--- src/rtl/pipe_pkg.sv ---
// Shared types and constants for the MEM/WB stage: FSM state encoding,
// default widths and the word-alignment check.
package pipe_pkg;

  localparam int DATA_W_DEF  = 32;
  localparam int ADDR_W_DEF  = 32;
  localparam int TIMEOUT_DEF = 16;

  localparam logic [1:0] MISALIGN_MASK = 2'b11;

  typedef enum logic {
    IDLE   = 1'b0,
    ACCESS = 1'b1
  } state_e;

  function automatic logic is_misaligned(input logic [1:0] addr_lo);
    return (addr_lo & MISALIGN_MASK) != 2'b00;
  endfunction

endpackage

--- src/rtl/mem_wb_stage_if.sv ---
// Data-memory request/ready bus between the MEM stage (master) and memory.
interface mem_wb_stage_if #(
  parameter int DATA_W = 32,
  parameter int ADDR_W = 32
);

  logic              dmem_req;
  logic              dmem_we;
  logic [ADDR_W-1:0] dmem_addr;
  logic [DATA_W-1:0] dmem_wdata;
  logic [DATA_W-1:0] dmem_rdata;
  logic              dmem_ready;

  modport master (
    output dmem_req, dmem_we, dmem_addr, dmem_wdata,
    input  dmem_rdata, dmem_ready
  );

  modport slave (
    input  dmem_req, dmem_we, dmem_addr, dmem_wdata,
    output dmem_rdata, dmem_ready
  );

endinterface

--- src/rtl/mem_access_timer.sv ---
// Saturating cycle counter for an outstanding memory access; flags the
// last permitted wait cycle so the FSM can abort on the following edge.
module mem_access_timer #(
  parameter int TIMEOUT = 16
) (
  input  logic clk,
  input  logic rst,
  input  logic clr,
  input  logic en,
  output logic expired
);

  localparam int CNT_W = (TIMEOUT > 2) ? $clog2(TIMEOUT) : 1;
  localparam logic [CNT_W-1:0] LAST = CNT_W'((TIMEOUT > 0) ? TIMEOUT - 1 : 0);

  logic [CNT_W-1:0] count_q, count_d;

  always_comb begin
    count_d = count_q;
    if (clr) begin
      count_d = '0;
    end else if (en && (count_q != '1)) begin
      count_d = count_q + 1'b1;
    end
  end

  always_ff @(posedge clk) begin
    if (rst) begin
      count_q <= '0;
    end else begin
      count_q <= count_d;
    end
  end

  // TIMEOUT of zero means wait forever
  assign expired = (TIMEOUT != 0) && (count_q == LAST);

endmodule

--- src/rtl/mem_wb_stage.sv ---
// MEM stage: performs the data-memory access for the EX/MEM slot and
// registers the MEM/WB fields, stalling upstream while a request is open.
//
//   state  | meaning
//   IDLE   | no access open; accept next EX/MEM slot
//   ACCESS | request on the bus, waiting for dmem_ready or timeout
module mem_wb_stage
  import pipe_pkg::*;
#(
  parameter int DATA_W  = DATA_W_DEF,
  parameter int ADDR_W  = ADDR_W_DEF,
  parameter int TIMEOUT = TIMEOUT_DEF
) (
  input  logic              clk,
  input  logic              rst,
  input  logic              valid_in,
  input  logic [31:0]       instruction_in,
  input  logic [DATA_W-1:0] ALU_Results_in,
  input  logic [DATA_W-1:0] Write_Data_in,
  input  logic [4:0]        Rd_in,
  input  logic              MemToReg_in,
  input  logic              Mem_Read_in,
  input  logic              Mem_Write_in,
  input  logic              RegWrite_in,
  mem_wb_stage_if.master    dmem,
  output logic              stall_out,
  output logic              wb_valid,
  output logic [31:0]       instruction_out,
  output logic [DATA_W-1:0] Read_Data_out,
  output logic [DATA_W-1:0] ALU_Results_out,
  output logic [4:0]        Rd_out,
  output logic              MemToReg_out,
  output logic              RegWrite_out,
  output logic              err_out
);

  state_e            state_q, state_d;
  logic              we_q, we_d;
  logic [ADDR_W-1:0] addr_q, addr_d;
  logic [DATA_W-1:0] wdata_q, wdata_d;
  logic              wb_valid_q, wb_valid_d;
  logic              err_q, err_d;
  logic [31:0]       instr_q, instr_d;
  logic [DATA_W-1:0] rdata_q, rdata_d;
  logic [DATA_W-1:0] alu_q, alu_d;
  logic [4:0]        rd_q, rd_d;
  logic              m2r_q, m2r_d;
  logic              regwr_q, regwr_d;
  logic              capture;
  logic              timer_clr, timer_en, timer_expired;

  mem_access_timer #(.TIMEOUT(TIMEOUT)) u_timer (
    .clk     (clk),
    .rst     (rst),
    .clr     (timer_clr),
    .en      (timer_en),
    .expired (timer_expired)
  );

  always_comb begin
    state_d    = state_q;
    we_d       = we_q;
    addr_d     = addr_q;
    wdata_d    = wdata_q;
    wb_valid_d = 1'b0;
    err_d      = 1'b0;
    rdata_d    = rdata_q;
    regwr_d    = regwr_q;
    capture    = 1'b0;
    timer_clr  = 1'b0;
    timer_en   = 1'b0;

    case (state_q)
      IDLE: begin
        if (valid_in) begin
          if (!(Mem_Read_in || Mem_Write_in)) begin
            capture    = 1'b1;
            rdata_d    = '0;
            regwr_d    = RegWrite_in;
            wb_valid_d = 1'b1;
          end else if (is_misaligned(ALU_Results_in[1:0])) begin
            capture    = 1'b1;
            rdata_d    = '0;
            regwr_d    = 1'b0;
            err_d      = 1'b1;
            wb_valid_d = 1'b1;
          end else begin
            state_d   = ACCESS;
            we_d      = Mem_Write_in;
            addr_d    = ALU_Results_in[ADDR_W-1:0];
            wdata_d   = Write_Data_in;
            timer_clr = 1'b1;
          end
        end
      end
      ACCESS: begin
        // ready takes priority over an abort landing on the same edge
        if (dmem.dmem_ready) begin
          state_d    = IDLE;
          capture    = 1'b1;
          rdata_d    = (Mem_Read_in && !Mem_Write_in) ? dmem.dmem_rdata : '0;
          regwr_d    = RegWrite_in;
          wb_valid_d = 1'b1;
        end else if (timer_expired) begin
          state_d    = IDLE;
          capture    = 1'b1;
          rdata_d    = '0;
          regwr_d    = 1'b0;
          err_d      = 1'b1;
          wb_valid_d = 1'b1;
        end else begin
          timer_en = 1'b1;
        end
      end
      default: state_d = IDLE;
    endcase

    instr_d = capture ? instruction_in : instr_q;
    alu_d   = capture ? ALU_Results_in : alu_q;
    rd_d    = capture ? Rd_in          : rd_q;
    m2r_d   = capture ? MemToReg_in    : m2r_q;
  end

  always_ff @(posedge clk) begin
    if (rst) begin
      state_q    <= IDLE;
      we_q       <= 1'b0;
      addr_q     <= '0;
      wdata_q    <= '0;
      wb_valid_q <= 1'b0;
      err_q      <= 1'b0;
      instr_q    <= '0;
      rdata_q    <= '0;
      alu_q      <= '0;
      rd_q       <= '0;
      m2r_q      <= 1'b0;
      regwr_q    <= 1'b0;
    end else begin
      state_q    <= state_d;
      we_q       <= we_d;
      addr_q     <= addr_d;
      wdata_q    <= wdata_d;
      wb_valid_q <= wb_valid_d;
      err_q      <= err_d;
      instr_q    <= instr_d;
      rdata_q    <= rdata_d;
      alu_q      <= alu_d;
      rd_q       <= rd_d;
      m2r_q      <= m2r_d;
      regwr_q    <= regwr_d;
    end
  end

  assign dmem.dmem_req   = (state_q == ACCESS);
  assign dmem.dmem_we    = we_q;
  assign dmem.dmem_addr  = addr_q;
  assign dmem.dmem_wdata = wdata_q;
  assign stall_out       = (state_q == ACCESS);
  assign wb_valid        = wb_valid_q;
  assign err_out         = err_q;
  assign instruction_out = instr_q;
  assign Read_Data_out   = rdata_q;
  assign ALU_Results_out = alu_q;
  assign Rd_out          = rd_q;
  assign MemToReg_out    = m2r_q;
  assign RegWrite_out    = regwr_q;

endmodule

--- src/flat_wrapper.sv ---
// flat-port wrapper written by rule: the top's interface ports become plain ports
module mem_wb_stage_flat import pipe_pkg::*;
#(
  parameter int DATA_W  = DATA_W_DEF,
  parameter int ADDR_W  = ADDR_W_DEF,
  parameter int TIMEOUT = TIMEOUT_DEF
)
  (clk, rst, valid_in, instruction_in, ALU_Results_in, Write_Data_in, Rd_in, MemToReg_in, Mem_Read_in, Mem_Write_in, RegWrite_in, stall_out, wb_valid, instruction_out, Read_Data_out, ALU_Results_out, Rd_out, MemToReg_out, RegWrite_out, err_out, dmem_dmem_req, dmem_dmem_we, dmem_dmem_addr, dmem_dmem_wdata, dmem_dmem_rdata, dmem_dmem_ready);
  mem_wb_stage_if #(.DATA_W(DATA_W), .ADDR_W(ADDR_W)) dmem_i ();
  input  logic clk;
  input  logic rst;
  input  logic valid_in;
  input  logic [31:0] instruction_in;
  input  logic [DATA_W-1:0] ALU_Results_in;
  input  logic [DATA_W-1:0] Write_Data_in;
  input  logic [4:0] Rd_in;
  input  logic MemToReg_in;
  input  logic Mem_Read_in;
  input  logic Mem_Write_in;
  input  logic RegWrite_in;
  output logic stall_out;
  output logic wb_valid;
  output logic [31:0] instruction_out;
  output logic [DATA_W-1:0] Read_Data_out;
  output logic [DATA_W-1:0] ALU_Results_out;
  output logic [4:0] Rd_out;
  output logic MemToReg_out;
  output logic RegWrite_out;
  output logic err_out;
  output wire logic [$bits(dmem_i.dmem_req)-1:0] dmem_dmem_req;
  output wire logic [$bits(dmem_i.dmem_we)-1:0] dmem_dmem_we;
  output wire logic [$bits(dmem_i.dmem_addr)-1:0] dmem_dmem_addr;
  output wire logic [$bits(dmem_i.dmem_wdata)-1:0] dmem_dmem_wdata;
  input wire logic [$bits(dmem_i.dmem_rdata)-1:0] dmem_dmem_rdata;
  input wire logic [$bits(dmem_i.dmem_ready)-1:0] dmem_dmem_ready;
  assign dmem_dmem_req = dmem_i.dmem_req;
  assign dmem_dmem_we = dmem_i.dmem_we;
  assign dmem_dmem_addr = dmem_i.dmem_addr;
  assign dmem_dmem_wdata = dmem_i.dmem_wdata;
  assign dmem_i.dmem_rdata = dmem_dmem_rdata;
  assign dmem_i.dmem_ready = dmem_dmem_ready;
  mem_wb_stage #(.DATA_W(DATA_W), .ADDR_W(ADDR_W), .TIMEOUT(TIMEOUT)) u_core (.clk(clk), .rst(rst), .valid_in(valid_in), .instruction_in(instruction_in), .ALU_Results_in(ALU_Results_in), .Write_Data_in(Write_Data_in), .Rd_in(Rd_in), .MemToReg_in(MemToReg_in), .Mem_Read_in(Mem_Read_in), .Mem_Write_in(Mem_Write_in), .RegWrite_in(RegWrite_in), .dmem(dmem_i), .stall_out(stall_out), .wb_valid(wb_valid), .instruction_out(instruction_out), .Read_Data_out(Read_Data_out), .ALU_Results_out(ALU_Results_out), .Rd_out(Rd_out), .MemToReg_out(MemToReg_out), .RegWrite_out(RegWrite_out), .err_out(err_out));
endmodule
--- config.mk ---
export PLATFORM = sky130hd
export DESIGN_NAME = mem_wb_stage_flat
export DESIGN_NICKNAME = d
export VERILOG_FILES = /design/src/rtl/pipe_pkg.sv /design/src/rtl/mem_wb_stage_if.sv /design/src/rtl/mem_access_timer.sv /design/src/rtl/mem_wb_stage.sv /design/src/flat_wrapper.sv
export SDC_FILE = /design/constraint.sdc
export NUM_CORES = 1
export LEC_CHECK = 0
export ABC_AREA = 0
export BUFFER_PORTS_ARGS = -buffer_cell sky130_fd_sc_hd__buf_2
export CORE_AREA = 2 2 121 123
export DETAILED_ROUTE_END_ITERATION = 8
export DIE_AREA = 0 0 123 125
export GPL_ROUTABILITY_DRIVEN = 1
export PLACE_DENSITY_LB_ADDON = 0.25
export SETUP_SLACK_MARGIN = 0.5
export SYNTH_ARGS = -nofsm -noshare
export SYNTH_HDL_FRONTEND = slang
export SYNTH_SLANG_ARGS = --single-unit
export TNS_END_PERCENT = 1
--- constraint.sdc ---
create_clock -name clk -period 2.9 [get_ports clk]
set_input_delay 0.145 -clock clk [delete_from_list [all_inputs] [get_ports clk]]
set_output_delay 0.145 -clock clk [all_outputs]
set_load 0.02 [all_outputs]
==> results.py, run 1 <==
metrics = {
    "status": {
        "status": "finished clean",
    },
    "floorplanning": {
        "io_pins": 313,
        "die-area_um2": 15400,
        "chipWidth_um": 123,
        "coreArea_um2": 14200,
        "row_count": 44,
        "die_height_um": 125,
        "initial_utilization_pct": 45.0,
    },
    "synth": {
        "syn_inst": 697,
        "synth_top_cells_by_area": "dfxtp_1, nand2_1, mux2i_1, a21oi_1, a22o_1",
        "synth_compound_area_share_pct": 10.4,
        "synth_top_family_by_area": "simple AND/OR/NAND/NOR gates",
        "synth_edf_count": 0,
        "synth_most_common_cell": "nand2_1",
        "synthSimpleGateAreaFrac_pct": 18.6,
        "synthTopCellsByCount": "nand2_1, dfxtp_1, mux2i_1",
        "synth.distinct_cells": 33,
        "synth_fa_ha_area_share_pct": 0.196,
        "syn-cell-area_um2": 6390,
        "synth-seq-area-share_pct": 54.8,
        "ys.flop_type": "dfxtp_1",
        "synth_xor_area_share_pct": 0.137,
        "ys_warn_count": 0,
        "syn_area_per_cell_um2": 9.17,
        "synth_top_area_share_pct": 54.8,
        "synth.largest_area_cell": "dfxtp_1",
        "async_reset_ff_share_pct": 0,
        "muxShareOfSynthArea_pct": 11.1,
        "synth_seq_cells": 175,
        "syn_nets": 839,
    },
    "sta": {
        "fin_crit_ps": 2110,
        "grt_setup_unrepaired": "false",
        "clock.fmax_ghz": 0.475,
        "drv_slew": 0,
        "fin_crit_sh_pct": 72.6,
        "tightest_slew_ps": 806,
        "fin_tns_setup_ps": 0,
        "slew_headroom_pct": 46.3,
        "fin_worst_skew_ps": 11.6,
        "hold_viol": 0,
        "setup_viol": 0,
    },
    "clocking": {
        "cts_sinks": 175,
        "clkTransAtPathRegs_ps": 60,
        "clock_latency_ps": 420,
        "postCtsSetupRepairBufs": 0,
        "cts_htree_levels": 4,
        "clock_path_buffers": 2,
        "cts-root-buf": "clkbuf_16",
        "cts_made_buffers": 17,
        "tritoncts": "done",
    },
    "route": {
        "drtPass1Iterations": 5,
        "antenna_left": 0,
        "routed_wl_mm": 20.0,
        "num_vias": 6419,
        "routed_via_density": 4.88,
        "drt-initial-drc-count": 282,
        "routedWlPerCell_um": 15.2,
        "drcViolationCount": 0,
    },
    "setup_path": {
        "path_cells": "ha_1 > and3_1 > o21a_1 > nor2_8 > buf_12 > mux2i_1",
        "crit_path_max_incr_delay_ps": 410,
        "worstSetupEndpointType": "flip-flop",
        "path_class": "flip-flop to flip-flop",
        "cp.required_ps": 3240,
        "setup.worst_path.start": "u_core.u_timer.count_q[0]",
        "cp-start-kind": "flip-flop",
        "critPathArrivalTime_ps": 2440,
        "r2r-start": "u_core.u_timer.count_q[0]",
        "crit_slowest_cell": "nor2_8",
        "critPathMaxFanout": 33,
    },
    "global_routing": {
        "grt_pass1_vias": 6377,
        "grt_usage_pct": 25.5,
        "grt-ovfl-total": 0,
        "grt_pass1_wl_mm": 31.1,
        "grt_max_degree": 125,
        "grt_antenna_before_repair": 1,
    },
    "hold_path": {
        "hold_class": "primary input to flip-flop",
        "min_from": "ALU_Results_in[1]",
    },
    "placed_design": {
        "gp_congestion": 0.800,
        "port_buffers": 312,
        "hpwl_mm": 12.0,
    },
    "power_and_ir_drop": {
        "internal_power_w": 0.00427,
        "pwr-share-clk_pct": 41.2,
        "power.leakage_nw": 4.87,
        "seqPwrFrac_pct": 44.9,
        "switchingPower_w": 0.00141,
        "comb_power_share_pct": 13.9,
        "vdd_drop_max_v": 0.000409,
        "finalPower_w": 0.00568,
        "swShare_pct": 24.9,
        "p_per_area_nw_per_um2": 571,
    },
    "cells_and_area": {
        "fin_nets": 1261,
        "fillers": 1055,
        "synthToLayoutAreaGrowth_pct": 55.5,
        "drive_gt1_share_pct": 31.8,
    },
    "run": {
        "maxCapViolations": 0,
    },
}
## flip-flops by register name, summed over array words and instances, names as in the netlist
name / count
u_core.ALU_Results_out: 32
u_core.Read_Data_out: 32
u_core.dmem.dmem_addr: 32
u_core.dmem.dmem_wdata: 32
u_core.instruction_out: 32
u_core.Rd_out: 5
u_core.u_timer.count_q: 4
u_core.MemToReg_out: 1
u_core.RegWrite_out: 1
u_core.dmem.dmem_req: 1
u_core.dmem.dmem_we: 1
u_core.err_out: 1
u_core.wb_valid: 1
## cell usage in the layout, fill, tap and decap left out, types with 2 or more instances in the layout
cell type	count
a21oi_1	66
a22o_1	32
and3_1	3
buf_12	3
buf_2	312
buf_4	7
bufinv_16	3
clkbuf_16	17
clkbuf_8	2
clkinv_2	2
clkinv_4	3
clkinvlp_4	2
dfxtp_1	175
dlygate4sd3_1	132
inv_1	2
inv_6	2
mux2i_1	71
nand2_1	267
nand4_1	2
nor2_1	4
nor3_1	4
## metrics by stage
stage,setup WS (ps),cell area [um2],utilization (%),std cells,hold WS [ps]
after global placement,864,8010,56.4,1152,355
final,794,9940,70.0,1316,21.3
after floorplan,1300,6390,-,697,270
after detailed placement,778,8010,56.4,1152,358
after global routing,675,9940,70.0,1315,23.3
after CTS,774,9940,70.0,1315,2.72
## final cells by class
class | instances | area [um2] | area share, %
flip-flops and latches | 175 | 3500 | 35.2
repair buffers | 454 | 3000 | 30.1
multi-input cells | 468 | 2590 | 26.0
clock buffers | 19 | 453 | 4.56
well taps | 184 | 230 | 2.32
clock inverters | 12 | 159 | 1.60
inverters | 3 | 13.8 | 0.138
diodes | 1 | 2.50 | 0.0252
## timing repair
action	in CTS	in global routing
resized for setup	0	0
hold buffers	132	0
endpoints found under the hold margin	160	0
## kinds of logic (layout without fill, tap and decap cells)
family / after synthesis / count (layout)
AOI/OAI and AO/OA: 104 / 104
xor gates and xnor gates: 1 / 1
adders and majority gates: 1 / 1
buffers and inverters: 54 / 488
DFF: 175 / 175
muxes: 71 / 71
other: 0 / 1
and+or+nand+nor: 291 / 291
## critical path, delay by kind of cell, from the launching register on
| family | cells | cell delay [ps] |
|---|---|---|
| adder cells (fa/ha/maj) | 1 | 240 |
| AO/OA/AOI/OAI | 1 | 280 |
| AND/OR/NAND/NOR | 2 | 620 |
| flip-flops | 1 | 330 |
| buffers and inverters | 1 | 310 |
| multiplexers | 1 | 250 |
## routing by layer
| layer | GRT usage [%] | part of all wire, % | vias up |
|---|---|---|---|
| met2 | 43.9 | 50 | 257 |
| li1 | - | - | 3151 |
| met4 | 13.0 | 4.0 | 0 |
| met5 | 0 | 0 | - |
| met3 | 7.94 | 8.2 | 57 |
| met1 | 27.9 | 38 | 2954 |
## power groups by stage
stage	Clock [W]	Combinational (W)	Sequential, W
2_1_floorplan	0	0.000266	0.00273
3_3_place_gp	0	0.000633	0.00260
3_5_place_dp	0	0.000639	0.00260
4_1_cts	0.00238	0.000782	0.00255
5_1_grt	0.00249	0.000851	0.00256
6_report	0.00234	0.000790	0.00255
## final timing paths
| check | endpoint | slack, ps | cells past startpoint |
|---|---|---|---|
| min reg2reg | u_core.dmem.dmem_wdata[30] | 450 | 2 |
| max | u_core.instruction_out[29] | 790 | 6 |
| max reg2reg | u_core.instruction_out[29] | 790 | 6 |
| min | u_core.ALU_Results_out[1] | 20 | 3 |
No activity file was read; power rests on OpenSTA's default activity.
==> inputs of run 2 (changes only) <==
--- a/config.mk
+++ b/config.mk
@@ -7,9 +7,9 @@
 export LEC_CHECK = 0
 export ABC_AREA = 0
 export BUFFER_PORTS_ARGS = -buffer_cell sky130_fd_sc_hd__buf_2
-export CORE_AREA = 2 2 121 123
+export CORE_MARGIN = 2
+export CORE_UTILIZATION = 46
 export DETAILED_ROUTE_END_ITERATION = 8
-export DIE_AREA = 0 0 123 125
 export GPL_ROUTABILITY_DRIVEN = 1
 export PLACE_DENSITY_LB_ADDON = 0.25
 export SETUP_SLACK_MARGIN = 0.5
==> constraint.sdc (replaced) <==
create_clock -name clk -period 2.1 [get_ports clk]
set_input_delay 0.105 -clock clk [delete_from_list [all_inputs] [get_ports clk]]
set_output_delay 0.105 -clock clk [all_outputs]
set_load 0.02 [all_outputs]
==> run 2 against run 1 <==
Against the previous run:
- die area is 3.4% lower
- clock-buffer cell count is 3 higher
- routed wire length is 3.2% higher
- non-clock buffer count is 19 higher
- setup slack worse by 360 ps
- critical path depth is 1 higher
- global-route usage is 0.75 points higher
- clock skew is 4.5 ps lower
- final cell count is 0.99% higher
- critical path type unchanged
==> results.py, run 2 (same netlist as run 1, synthesis figures left out) <==
metrics = {
    "sta": {
        "clock.fmax_ghz": 0.600,
        "fin_tns_setup_ps": 0,
        "fin_crit_ps": 1670,
        "slew_headroom_pct": 60.5,
        "drv_slew": 0,
        "setup_viol": 0,
        "hold_viol": 0,
        "grt_setup_unrepaired": "true",
        "fin_worst_skew_ps": 7.17,
        "tightest_slew_ps": 593,
        "fin_crit_sh_pct": 79.3,
    },
    "setup_path": {
        "critPathMaxFanout": 9,
        "crit_path_max_incr_delay_ps": 360,
        "critPathArrivalTime_ps": 2010,
        "cp-start-kind": "flip-flop",
        "cp.required_ps": 2440,
        "r2r_cells": 7,
        "path_class": "flip-flop to flip-flop",
        "worstSetupEndpointType": "flip-flop",
        "path_cells": "ha_4 > and3_4 > o21a_4 > nor2_8 > buf_4 > buf_12 > mux2i_1",
        "crit_slowest_cell": "dfxtp_4",
    },
    "clocking": {
        "clock_latency_ps": 420,
        "tritoncts": "done",
        "cts_htree_levels": 4,
        "clkTransAtPathRegs_ps": 60,
        "cts_made_buffers": 17,
        "cts-root-buf": "clkbuf_16",
        "clock_path_buffers": 2,
        "cts_sinks": 175,
    },
    "global_routing": {
        "grt_pass1_wl_mm": 30.6,
        "grt_pass1_vias": 6320,
        "grt-ovfl-total": 0,
        "grt_antenna_before_repair": 0,
        "grt_max_degree": 144,
        "grt_usage_pct": 26.3,
    },
    "floorplanning": {
        "initial_utilization_pct": 46.6,
        "coreArea_um2": 13700,
        "io_pins": 313,
        "chipWidth_um": 122,
        "die-area_um2": 14900,
        "die_height_um": 122,
        "row_count": 43,
    },
    "power_and_ir_drop": {
        "power.leakage_nw": 5.03,
        "vdd_drop_max_v": 0.000533,
        "finalPower_w": 0.00788,
        "p_per_area_nw_per_um2": 765,
    },
    "route": {
        "drcViolationCount": 0,
        "routedWlPerCell_um": 15.5,
        "drt-initial-drc-count": 312,
        "antenna_left": 0,
        "drtPass1Iterations": 5,
        "num_vias": 6470,
        "routed_via_density": 4.87,
        "routed_wl_mm": 20.6,
    },
    "cells_and_area": {
        "fillers": 937,
        "drive_gt1_share_pct": 32.9,
        "diodes": 0,
        "synthToLayoutAreaGrowth_pct": 61.0,
        "layout_common_cells": "buf_2, nand2_1, dfxtp_1, dlygate4sd3_1, mux2i_1",
        "fin_nets": 1280,
        "layout_commonest_cell": "buf_2",
    },
    "run": {
        "maxCapViolations": 0,
    },
    "placed_design": {
        "hpwl_mm": 11.4,
        "gp_congestion": 0.789,
        "port_buffers": 312,
    },
    "hold_path": {
        "holdPathStages": 5,
        "hold_class": "primary input to flip-flop",
    },
    "status": {
        "status": "finished clean",
    },
}
run 2: cell types whose count changed in the layout (fill, tap and decap cells not counted), sizes merged:
cell         before  now
clkbuf           19   25
buf             322  334
inv               5    4
bufinv            3    2
diode             1    0
clkinv            5    3
dlygate4sd3     132  136
run 2: final timing paths:
check	start	endpoint	slack (ps)
setup reg to reg	u_core.u_timer.count_q[0]	u_core.instruction_out[23]	430
setup / recovery	u_core.u_timer.count_q[0]	u_core.instruction_out[23]	430
hold / removal	dmem_dmem_ready	u_core.RegWrite_out	130
hold reg to reg	u_core.dmem.dmem_we	u_core.dmem.dmem_we	450
run 2: routing by layer:
metal | track usage, % | share of wire (%)
met1 | 28.3 | 39
met2 | 45.6 | 51
met3 | 8.43 | 6.8
met4 | 14.2 | 4.1
met5 | 0 | 0
run 2: layout make-up:
type,instances,area [um2],area share (%)
timing repair buffer,473,3340,32.5
clock buffer,22,484,4.70
tap,180,225,2.19
multi-input combinational,468,2610,25.4
sequential,175,3510,34.1
inverter,3,13.8,0.134
clock inverter,8,106,1.03
run 2: worst max-delay path: cells and delay by family (launching register included):
| kind | cells | cell delay (ps) |
|---|---|---|
| AO/OA/AOI/OAI | 1 | 210 |
| adder cells (fa/ha/maj) | 1 | 160 |
| AND/OR/NAND/NOR | 2 | 340 |
| flip-flops | 1 | 360 |
| buffers and inverters | 2 | 310 |
| multiplexers | 1 | 210 |
run 2: timing repair:
item | CTS | global route
setup endpoints to repair | 169 | 169
pin swaps | 2 | 3
hold buffers | 136 | 0
gates cloned | 3 | 3
endpoints found under the hold margin | 166 | 0
resized for setup | 10 | 9
setup buffers | 7 | 2
run 2: stage by stage:
stage               hold WS [ps]  worst slack (ps)  instances  cell area [um2]  utilization [%]
finish                       128               434       1329            10300             75.0
global route                 173               377       1329            10300             75.0
CTS                          110               416       1324            10200             74.1
detailed placement           317               278       1148             8030             58.5
global placement             315               325       1148             8030             58.5
floorplan                    230               505        697             6390                -
run 2: where the power goes:
part | switching (W) | internal, W
Clock | 0.00127 | 0.00187
Combinational | 0.000624 | 0.000585
Sequential | 0.0000663 | 0.00346
==> inputs of run 3 (changes only) <==
--- a/config.mk
+++ b/config.mk
@@ -5,10 +5,10 @@
 export SDC_FILE = /design/constraint.sdc
 export NUM_CORES = 1
 export LEC_CHECK = 0
-export ABC_AREA = 0
+export ABC_AREA = 1
 export BUFFER_PORTS_ARGS = -buffer_cell sky130_fd_sc_hd__buf_2
 export CORE_MARGIN = 2
-export CORE_UTILIZATION = 46
+export CORE_UTILIZATION = 43
 export DETAILED_ROUTE_END_ITERATION = 8
 export GPL_ROUTABILITY_DRIVEN = 1
 export PLACE_DENSITY_LB_ADDON = 0.25
==> constraint.sdc (replaced) <==
create_clock -name clk -period 1.4 [get_ports clk]
set_input_delay 0.07 -clock clk [delete_from_list [all_inputs] [get_ports clk]]
set_output_delay 0.07 -clock clk [all_outputs]
set_load 0.02 [all_outputs]
==> run 3 against run 2 <==
Against the previous run:
- the run now ends with negative setup slack left
- combinational power up 140%
- register-to-register slack worse by 500 ps
- final cell count up 29%
- synthesized cell count up 51%
- global-route usage down 0.34 points
- clock power up 57%
- flip-flop and latch count unchanged
- design area up 22%
- critical endpoint is now u_core.instruction_out[9]
- largest power group unchanged
- highest routed layer unchanged
==> results.py, run 3 <==
metrics = {
    "power_and_ir_drop": {
        "p_per_area_nw_per_um2": 1060,
        "switchingPower_w": 0.00377,
        "vdd_drop_max_v": 0.000813,
        "power.leakage_nw": 6.09,
        "internal_power_w": 0.00953,
        "seqPwrFrac_pct": 41.3,
        "swShare_pct": 28.3,
        "comb_power_share_pct": 21.5,
        "pwr-share-clk_pct": 37.2,
    },
    "global_routing": {
        "grt_max_degree": 73,
        "grt_pass1_vias": 7863,
        "met3_usage_pct": 5.63,
        "grt-ovfl-total": 0,
        "grt_usage_pct": 25.9,
        "grt_busiest_layer": "met2",
        "grt_antenna_before_repair": 2,
        "grtUsageMet2_pct": 43.9,
        "grt_pass1_wl_mm": 37.9,
        "grt_util_met1_pct": 30.4,
    },
    "setup_path": {
        "crit_family": "buffers and inverters",
        "critPathMaxFanout": 7,
        "cp-start-kind": "flip-flop",
        "path_buf_inv": 3,
        "critPathArrivalTime_ps": 1770,
        "worstSetupEndpointType": "flip-flop",
        "cpMostUsedCell": "nand3_4",
        "crit_path_max_incr_delay_ps": 340,
        "path_cells": "ha_4 > nand3_4 > nand2_4 > nand3_4 > buf_12 > clkinv_16 > clkbuf_16 > nor2_2 > nor2_1",
        "path_class": "flip-flop to flip-flop",
        "crit_slowest_cell": "dfxtp_2",
        "cp.required_ps": 1710,
    },
    "synth": {
        "synth.distinct_cells": 20,
        "synth_most_common_cell": "nor2_1",
        "synth-seq-area-share_pct": 47.7,
        "ys_warn_count": 0,
        "synth.largest_area_cell": "dfxtp_1",
        "async_reset_ff_share_pct": 0,
        "synth_seq_cells": 175,
        "syn_area_per_cell_um2": 6.99,
        "syn_nets": 1192,
        "synth_edf_count": 0,
        "synth_top_cells_by_area": "dfxtp_1, nor2_1, nand2_1, inv_1, nand4_1",
        "synthTopCellsByCount": "nor2_1, nand2_1, dfxtp_1",
        "syn-cell-area_um2": 7340,
        "synth_top_area_share_pct": 47.7,
        "syn_inst": 1050,
        "ys.flop_type": "dfxtp_1",
    },
    "clocking": {
        "cts_made_buffers": 17,
        "cts-root-buf": "clkbuf_16",
        "cts_sinks": 175,
        "cts_htree_levels": 4,
        "clock_latency_ps": 420,
        "clkTransAtPathRegs_ps": 70,
        "tritoncts": "done",
        "clock_path_buffers": 2,
    },
    "hold_path": {
        "hold_class": "primary input to flip-flop",
    },
    "cells_and_area": {
        "fillers": 1154,
        "layout_commonest_cell": "nand2_1",
        "layout.cells.non_filler": 1711,
        "layout_common_cells": "nand2_1, buf_2, nor2_1, inv_1, dlygate4sd3_1",
        "synthToLayoutAreaGrowth_pct": 71.1,
        "drive_gt1_share_pct": 37.7,
        "final_core_util_pct": 75.5,
        "fin_nets": 1617,
    },
    "route": {
        "routed_via_density": 5.05,
        "num_vias": 8644,
        "routedWlPerCell_um": 16.3,
        "antenna_left": 0,
        "drcViolationCount": 0,
        "drtPass1Iterations": 5,
        "drt-initial-drc-count": 586,
        "routed_wl_mm": 27.9,
    },
    "floorplanning": {
        "die_height_um": 135,
        "die-area_um2": 18100,
        "coreArea_um2": 16600,
        "row_count": 47,
        "initial_utilization_pct": 44.1,
        "io_pins": 313,
        "chipWidth_um": 135,
    },
    "status": {
        "violations": "negative setup slack",
        "status": "complete, but fails checks",
    },
    "sta": {
        "fin_crit_sh_pct": 104,
        "fin_worst_skew_ps": 8.33,
        "setup_slack_ps": -61.2,
        "grt_setup_unrepaired": "true",
        "hold_viol": 0,
        "slew_headroom_pct": 75.3,
        "whs_ps": 18.0,
        "clock.fmax_ghz": 0.684,
        "fin_crit_ps": 1460,
        "drv_slew": 0,
        "tightest_slew_ps": 370,
        "setup_viol": 31,
    },
    "placed_design": {
        "dp_slack_ps": -31.9,
        "gp_congestion": 0.794,
        "dp.cells": 1528,
        "port_buffers": 312,
        "hpwl_mm": 14.2,
    },
    "run": {
        "maxCapViolations": 0,
    },
}
==> run 3: cell types whose count changed after synthesis, sizes merged, moves of 61 or more <==
cell,delta
nor2,+222
nand4,+70
nand2,-61
nand3,+76
inv,+132
mux2i,-71
==> run 3: final cells by class <==
cell class / count / area, um2 / share of cell area, %
multi-input cells: 663 / 3230 / 25.7
clock inverters: 12 / 158 / 1.26
repair inverters: 1 / 11.3 / 0.0897
diodes: 3 / 7.51 / 0.0598
flip-flops and latches: 175 / 3600 / 28.7
repair buffers: 482 / 4280 / 34.1
well taps: 220 / 275 / 2.19
inverters: 135 / 537 / 4.27
clock buffers: 20 / 457 / 3.64
==> run 3: metal layers <==
layer  routed length [um]  vias to the layer above
met4                 1320                        0
met3                 1840                      101
li1                     -                     4129
met5                    0                        -
met2                14200                      398
met1                10500                     4016
==> run 3: path summary, 6_finish.rpt <==
path	from	end	slack [ps]	depth (start not counted)
max reg2reg	u_core.u_timer.count_q[0]	u_core.instruction_out[9]	-60	9
min reg2reg	u_core.dmem.dmem_addr[1]	u_core.dmem.dmem_addr[1]	440	2
min	instruction_in[3]	u_core.instruction_out[3]	20	5
max	u_core.u_timer.count_q[0]	u_core.instruction_out[9]	-60	9
==> run 3: power groups by stage <==
stage / Clock, W / Combinational [W] / Sequential (W)
2_1_floorplan: 0 / 0.000901 / 0.00589
3_3_place_gp: 0 / 0.00199 / 0.00552
3_5_place_dp: 0 / 0.00200 / 0.00552
4_1_cts: 0.00503 / 0.00242 / 0.00542
5_1_grt: 0.00522 / 0.00307 / 0.00552
6_report: 0.00494 / 0.00286 / 0.00549
==> run 3: logic make-up (layout without fill, tap and decap cells) <==
family	count (synthesis)	count (layout)	synth area share, %
and+or+nand+nor	583	583	33.8
adders and majority gates	1	1	0.170
other	0	3	0
DFF	175	175	47.7
AOI/OAI and AO/OA	79	79	5.39
buffers and inverters	212	650	12.9
==> run 3: worst reg2reg max path: cells and delay by family (launching register included) <==
| kind | cells | cell delay, ps |
|---|---|---|
| adders and majority gates | 1 | 160 |
| and+or+nand+nor | 5 | 420 |
| DFF | 1 | 340 |
| buffers and inverters | 3 | 440 |
==> run 3: stage by stage <==
| step | power [W] | area, um2 | setup TNS [ps] |
|---|---|---|---|
| finish | 0.0133 | 12600 | -481 |
| global route | 0.0138 | 12600 | -5820 |
| CTS | 0.0129 | 11300 | 0 |
| detailed placement | 0.00753 | 9110 | -489 |
| global placement | 0.00751 | 9110 | 0 |
| floorplan | 0.00679 | 7380 | 0 |
==> run 3: what timing repair did <==
item | CTS | global route
setup buffers | 7 | 1
pin swaps | 2 | 12
endpoints found under the hold margin | 130 | 0
hold buffers | 125 | 0
cloned | 6 | 9
endpoints found under the setup margin | 347 | 347
resized for setup | 23 | 392
